## src/rtl/photonic_receiver.sv

```systemverilog
// Photonic bus receive stage: filters frames addressed to NODE_ID and queues {src, data} in a show-ahead FIFO.
// Optional macro PHOTONIC_RX_BROADCAST_EN: also accept frames whose dest_id is all ones.
module photonic_receiver #(
   parameter int ID_WIDTH   = 1,
   parameter int DATA_WIDTH = 1,
   parameter int NODE_ID    = 0,
   parameter int FIFO_DEPTH = 4
) (
   input  logic                            clk,
   input  logic                            rst,
   input  logic [2*ID_WIDTH+DATA_WIDTH-1:0] rx_in,
   input  logic                            rx_valid,
   input  logic                            rd_en,
   output logic [DATA_WIDTH-1:0]           data_out,
   output logic [ID_WIDTH-1:0]             src_id_out,
   output logic                            data_valid,
   output logic                            fifo_full,
   output logic [7:0]                      drop_count
);

   localparam int FW    = 2*ID_WIDTH + DATA_WIDTH;
   localparam int EW    = ID_WIDTH + DATA_WIDTH;
   localparam int PTR_W = $clog2(FIFO_DEPTH);
   localparam int CNT_W = PTR_W + 1;
   localparam logic [ID_WIDTH-1:0] NODE_ADDR = ID_WIDTH'(NODE_ID);
   localparam logic [CNT_W-1:0]    DEPTH_CNT = CNT_W'(FIFO_DEPTH);

   logic [FW-1:0]    stage_frame_q, stage_frame_d;
   logic             stage_valid_q, stage_valid_d;
   logic [PTR_W-1:0] wr_ptr_q, wr_ptr_d;
   logic [PTR_W-1:0] rd_ptr_q, rd_ptr_d;
   logic [CNT_W-1:0] count_q, count_d;
   logic [7:0]       drop_q, drop_d;
   logic [EW-1:0]    mem_q [FIFO_DEPTH];

   logic [ID_WIDTH-1:0] stage_dest;
   logic [EW-1:0]       stage_entry;
   logic [EW-1:0]       head;
   logic                match, full, pop, push, drop;

   // NOTE: every signal gets a default at the top of always_comb so no path leaves one unassigned and infers a latch.
   always_comb begin
      stage_frame_d = rx_in;
      stage_valid_d = rx_valid;
      wr_ptr_d      = wr_ptr_q;
      rd_ptr_d      = rd_ptr_q;
      count_d       = count_q;
      drop_d        = drop_q;

      // The upper bits of a frame are already laid out as {src, data}.
      stage_dest  = stage_frame_q[ID_WIDTH-1:0];
      stage_entry = stage_frame_q[FW-1:ID_WIDTH];
`ifdef PHOTONIC_RX_BROADCAST_EN
      match = stage_valid_q && ((stage_dest == NODE_ADDR) || (stage_dest == '1));
`else
      match = stage_valid_q && (stage_dest == NODE_ADDR);
`endif
      full = (count_q == DEPTH_CNT);
      pop  = rd_en && (count_q != '0);
      push = match && (!full || pop);
      drop = match && full && !pop;

      if (push) wr_ptr_d = wr_ptr_q + PTR_W'(1);
      if (pop)  rd_ptr_d = rd_ptr_q + PTR_W'(1);
      case ({push, pop})
         2'b10:   count_d = count_q + CNT_W'(1);
         2'b01:   count_d = count_q - CNT_W'(1);
         default: count_d = count_q;
      endcase
      if (drop && (drop_q != 8'hFF)) drop_d = drop_q + 8'd1;
   end

   // NOTE: sequential state uses non-blocking assignments so every flop samples pre-edge values regardless of statement order.
   always_ff @(posedge clk) begin
      stage_frame_q <= stage_frame_d;
      if (rst) begin
         stage_valid_q <= 1'b0;
         wr_ptr_q      <= '0;
         rd_ptr_q      <= '0;
         count_q       <= '0;
         drop_q        <= '0;
      end else begin
         stage_valid_q <= stage_valid_d;
         wr_ptr_q      <= wr_ptr_d;
         rd_ptr_q      <= rd_ptr_d;
         count_q       <= count_d;
         drop_q        <= drop_d;
      end
   end

   // NOTE: the storage array has no reset; entries are only visible through count, so stale contents are harmless.
   always_ff @(posedge clk) begin
      if (push) mem_q[wr_ptr_q] <= stage_entry;
   end

   always_comb begin
      head       = mem_q[rd_ptr_q];
      data_valid = (count_q != '0);
      fifo_full  = full;
      drop_count = drop_q;
      data_out   = data_valid ? head[DATA_WIDTH-1:0]  : '0;
      src_id_out = data_valid ? head[EW-1:DATA_WIDTH] : '0;
   end

endmodule

```

## config.mk

```make
export PLATFORM = sky130hd
export DESIGN_NAME = photonic_receiver
export DESIGN_NICKNAME = d
export VERILOG_FILES = /design/src/rtl/photonic_receiver.sv
export SDC_FILE = /design/constraint.sdc
export NUM_CORES = 1
export LEC_CHECK = 0
export CAP_MARGIN = 30
export CORE_UTILIZATION = 56
export CTS_BUF_LIST = sky130_fd_sc_hd__clkbuf_2 sky130_fd_sc_hd__clkbuf_4 sky130_fd_sc_hd__clkbuf_8
export CTS_CLUSTER_DIAMETER = 60
export DETAILED_ROUTE_END_ITERATION = 6
export PLACE_DENSITY_LB_ADDON = 0.12
export SYNTH_ARGS = -nofsm -noshare
export SYNTH_HDL_FRONTEND = slang
export SYNTH_SLANG_ARGS = --single-unit
```

## constraint.sdc

```tcl
create_clock -name clk -period 2.31 [get_ports clk]
set_input_delay 0.231 -clock clk [delete_from_list [all_inputs] [get_ports clk]]
set_output_delay 0.231 -clock clk [all_outputs]
set_load 0.05 [all_outputs]
```

# == Word-level counts from Yosys, hierarchy flattened ==
# Memory sizes are Yosys's and may differ from the RTL's. A register that Yosys moved wholly into a read port is not among the register bits.
# Cells that the tools add are included.
# word_totals
regBits,19
ram_bits,8
inputBits,7
mem_count,1
# classes
add_sub_neg,5
n_eq_ne,4
n_mux,7
bitwise_logic,1
reduce_logical,11
# memory_table
name,depth,width,rd,rd_clocked_by_memory_dff,wr,line_no,text
mem_q,4,2,1,1,1,34,logic [EW-1:0] mem_q [FIFO_DEPTH];
# ops
op,count
$add A8 B1 Y8 const B,1
$ne A8 B8 Y1 const B,1
$logic_and A1 B1 Y1,6
$pmux W3 S2,1
$add A2 B1 Y2 const B,2
$mux W1,4
$mux W2,2
$add A3 B1 Y3 const B,1
$eq A3 B3 Y1 const B,1
$reduce_bool A3 Y1,1
$sub A3 B1 Y3 const B,1
$eq A2 B1 Y1 const B,1
$eq A2 B2 Y1 const B,1
$logic_not A1 Y1,2
$reduce_bool A2 Y1,1
$logic_or A1 B1 Y1,1
$not A1 Y1,1

# == Depth between registers and ports, before layout ==
# depth
ltp_word,6
ltp_mapped,8
mapped_depth_nobuf,6

# == Worst setup path before layout ==
# No wires, ideal clock.
# synth_path
path_kind,register -> register
startpoint,reg count_q[1]
endpoint,reg count_q[2]
setup_time_ns,0.132
arrival_ns,2.331
setup_slack_ns,-0.153
stages_incl_launch_ff,9
n_path_buf,2
period_less_slack_ns,2.463
cell_sequence,dfxtp_1 -> buf_2 -> or3_1 -> clkbuf_1 -> nand3_1 -> fa_1 -> or3_1 -> a31oi_1 -> a21oi_1
# synth_between
elab_chain_cells,6
word_cells_on_any_way,12
# synth_rtl
item,line_no,text
from (decl),32,"logic [CNT_W-1:0] count_q, count_d;"
from (signal assigned),86,count_q <= count_d;
$reduce_bool A3 Y1 *,--,
named net data_valid,16,"output logic data_valid,"
$logic_and A1 B1 Y1 *,59,pop = rd_en && (count_q != '0);
$logic_or A1 B1 Y1,60,push = match && (!full || pop);
$logic_and A1 B1 Y1,60,
$eq A2 B1 Y1 / $eq A2 B2 Y1 (equally long branches),65,"case ({push, pop})"
$pmux W3 S2 / $reduce_bool A2 Y1 (equally long branches),--,
# The timed path passes the listed nets; every way through them passes the cells marked *.
# A chain may end at the register's enable or synchronous reset.

# == Final worst setup path ==
# layout_path
startpoint,reg count_q[1]
endpoint,out data_valid
# layout_between
elab_chain_cells,1
# layout_rtl
item,line_no,text
$reduce_bool A3 Y1,98,data_valid = (count_q != '0);
to (decl),16,
# Every way passes these cells.

==> results.cfg <==
[global_routing]
grt-ovfl-total = 0
grt_pass1_vias = 1003
grt_use_total_pct = 24.3
grt_pass1_wl_um = 4570
grt_max_degree = 14
antenna_found_initial = 0

[die]
core_um2 = 2250
num_io_pins = 19
fp-row-count = 17
fp.dieH_um = 51.6
die-area_um2 = 2660
die_w_um = 51.6
start_util_pct = 61.0

[sta]
tns_ns = 0
min_period_ns = 2.22
fmax_mhz = 450
worst_pin_slew_ns = 0.581
slew_viol_final = 0
max_slew_margin_pct = 61.2
setup_viol = 0
hold_violations = 0
rsz0062_at_grt = no
finClkSkew_ns = 0.0123
finalCritPeriodShare_pct = 96.1

[worst_setup_path]
r2r_cells = 6
worstSetupStartpointType = flip-flop
required_ns = 2.08
cp_data_arrival_time_ns = 1.99
critPathKind = flip-flop to output port
cp_slowest_cell = clkdlybuf4s50_1
crit_chain = or3_1, clkdlybuf4s50_1
cpPeakStageDelay_ns = 0.85
r2r_slack_ns = 0.11
r2r-start = count_q[1]
crit_start = count_q[1]
critPathMaxFanout = 9
crit_path_end_kind = output port
reg2reg_to = count_q[2]

[power]
p_leak_nw = 0.643
max-vdd-ir-drop_mv = 0.423
comb_power_share_pct = 16.0
cellInternalPower_uw = 838
p_sw_share_pct = 26.6
switching_power_uw = 304
total_power_mw = 1.14
p_per_area_nw_per_um2 = 683
power_frac_seq_pct = 49.0
pwr-share-clk_pct = 35.0

[clocking]
clk_pin_slew_ns = 0.10
clock_latency_ns = 0.32
cts_buffers = 5
cts_root_buf = clkbuf_4
cts_tree = done
cts_sinks = 29
holdBufCountCts = 0
clockBufferDepth = 2
post-cts-setup-buffers = 0
h-tree-depth = 2
ctsResizeCount = 2

[place]
dp_hpwl_um = 1960
io_buffers = 18
gp_congestion = 0.894

[drt]
wl_per_cell_um = 14.8
ant_nets = 0
drc = 0
drtIter0Drc = 32
totalWireLength_um = 2690
num_vias = 1052
first_pass_iters = 4
viasPerCell = 5.81

[synthesis]
async_flop_share_pct = 0
yosysTopAreaCell = dfxtp_1
yosys-top-cells-area = dfxtp_1, edfxtp_1, ha_1
syn-cell-area_um2 = 1380
synth_top_area_share_pct = 30.6
yosys_register_bits = 29
synthesis.area_per_instance_um2 = 10.7
ys_seq_area_share_pct = 48.0
yosys_warnings = 0
synth_ff_type = dfxtp_1
syn-num-nets = 142
synth_edf_count = 8
yosysUniqueCellTypes = 41
syn_inst = 129

[finish]
num-nets-final = 165
ff_latch_area_um2 = 661
nFillCells = 175
drive_above_1_share_pct = 15.0
multi_input_comb_area_um2 = 657
syn_to_final_growth_pct = 21.7
n_antenna_cell = 0

[job]
drv_cap = 0

[status]
status = complete, no violations

[min_path]
hp-start = rx_in[0]
hold_class = input port to flip-flop
whs_endpoint = stage_frame_q[0]
whs_path_depth = 1
[how the worst max path moves through the flow]
| stage | cells past startpoint | slack [ns] | end |
|---|---|---|---|
| 2_1_floorplan | 8 | 0.15 | count_q[2] |
| 3_3_place_gp | 6 | 0.19 | count_q[2] |
| 3_5_place_dp | 6 | 0.11 | count_q[2] |
| 4_1_cts | 2 | 0.1 | data_valid |
| 5_1_grt | 6 | 0.002 | count_q[2] |
| 6_report | 2 | 0.09 | data_valid |
[through the flow]
step	utilization [%]	hold WS (ns)	worst slack, ns	area [um2]	std cells
finish	74.2	0.365	0.0889	1670	181
global route	74.2	0.347	0.00166	1670	181
CTS	74.2	0.361	0.100	1670	181
detailed placement	70.8	0.480	0.115	1600	173
global placement	70.8	0.474	0.192	1600	173
floorplan	-	0.259	0.147	1380	129
[state kept, by name, summed over array words and instances (netlist names), named ones only]
signal,cells
mem_q,8
count_q,3
wr_ptr_q,2
stage_frame_q,3
rd_ptr_q,2
drop_count,8
stage_valid_q,1
[synthesized netlist by cell type, drive strengths merged, types with 3 or more instances]
cell / instances
dfxtp: 21
nor2: 12
edfxtp: 8
and3: 7
clkbuf: 6
nand3: 6
ha: 5
inv: 5
a21oi: 4
and2: 4
nand2: 4
xor2: 4
a211oi: 3
mux2i: 3
nor2b: 3
[worst max-delay path: cells and delay by family (launching register included)]
family	cells	cell delay [ns]
DFF	1	0.51
and+or+nand+nor	1	0.31
buffers and inverters	1	0.85
[final cells by class]
cell class | instances | area share, %
Tap cell | 28 | 2.09
Timing Repair Buffer | 24 | 13.3
Clock inverter | 3 | 2.47
Multi-Input combinational cell | 87 | 39.3
Inverter | 5 | 1.12
Sequential cell | 29 | 39.5
Clock buffer | 5 | 2.24
[power groups by stage]
stage | Combinational (mW) | Sequential, mW | Clock, mW
after global placement | 0.178 | 0.569 | 0
after detailed placement | 0.184 | 0.571 | 0
after CTS | 0.183 | 0.559 | 0.404
final | 0.183 | 0.560 | 0.399
after global routing | 0.199 | 0.562 | 0.432
after floorplan | 0.136 | 0.563 | 0
[cell usage in the layout, fill, tap and decap left out, drive strengths merged, types with 5 or more instances in the layout]
cell type and count:
and3 7, clkdlybuf4s50 16, buf 6, dfxtp 21, ha 5, nand3 6
nor2 12, clkbuf 5, edfxtp 8, inv 5
[cell families after synthesis]
logic type      Yosys count  share of synthesized area, %
mux                       6                          6.55
buf+inv                  13                          4.19
flops                    29                          48.0
fa+ha+maj                 6                          6.01
compound gates           22                          11.2
simple gates             47                          20.2
xor+xnor                  6                          3.82
[per-layer routing]
| layer | part of all wire, % | up-vias | track usage (%) |
|---|---|---|---|
| met5 | 0 | - | 0 |
| met2 | 51 | 34 | 42.2 |
| met1 | 43 | 499 | 27.9 |
| li1 | - | 515 | - |
| met4 | 0.97 | 0 | 8.11 |
| met3 | 5.4 | 4 | 7.89 |
(Power assumes the default switching activity.)
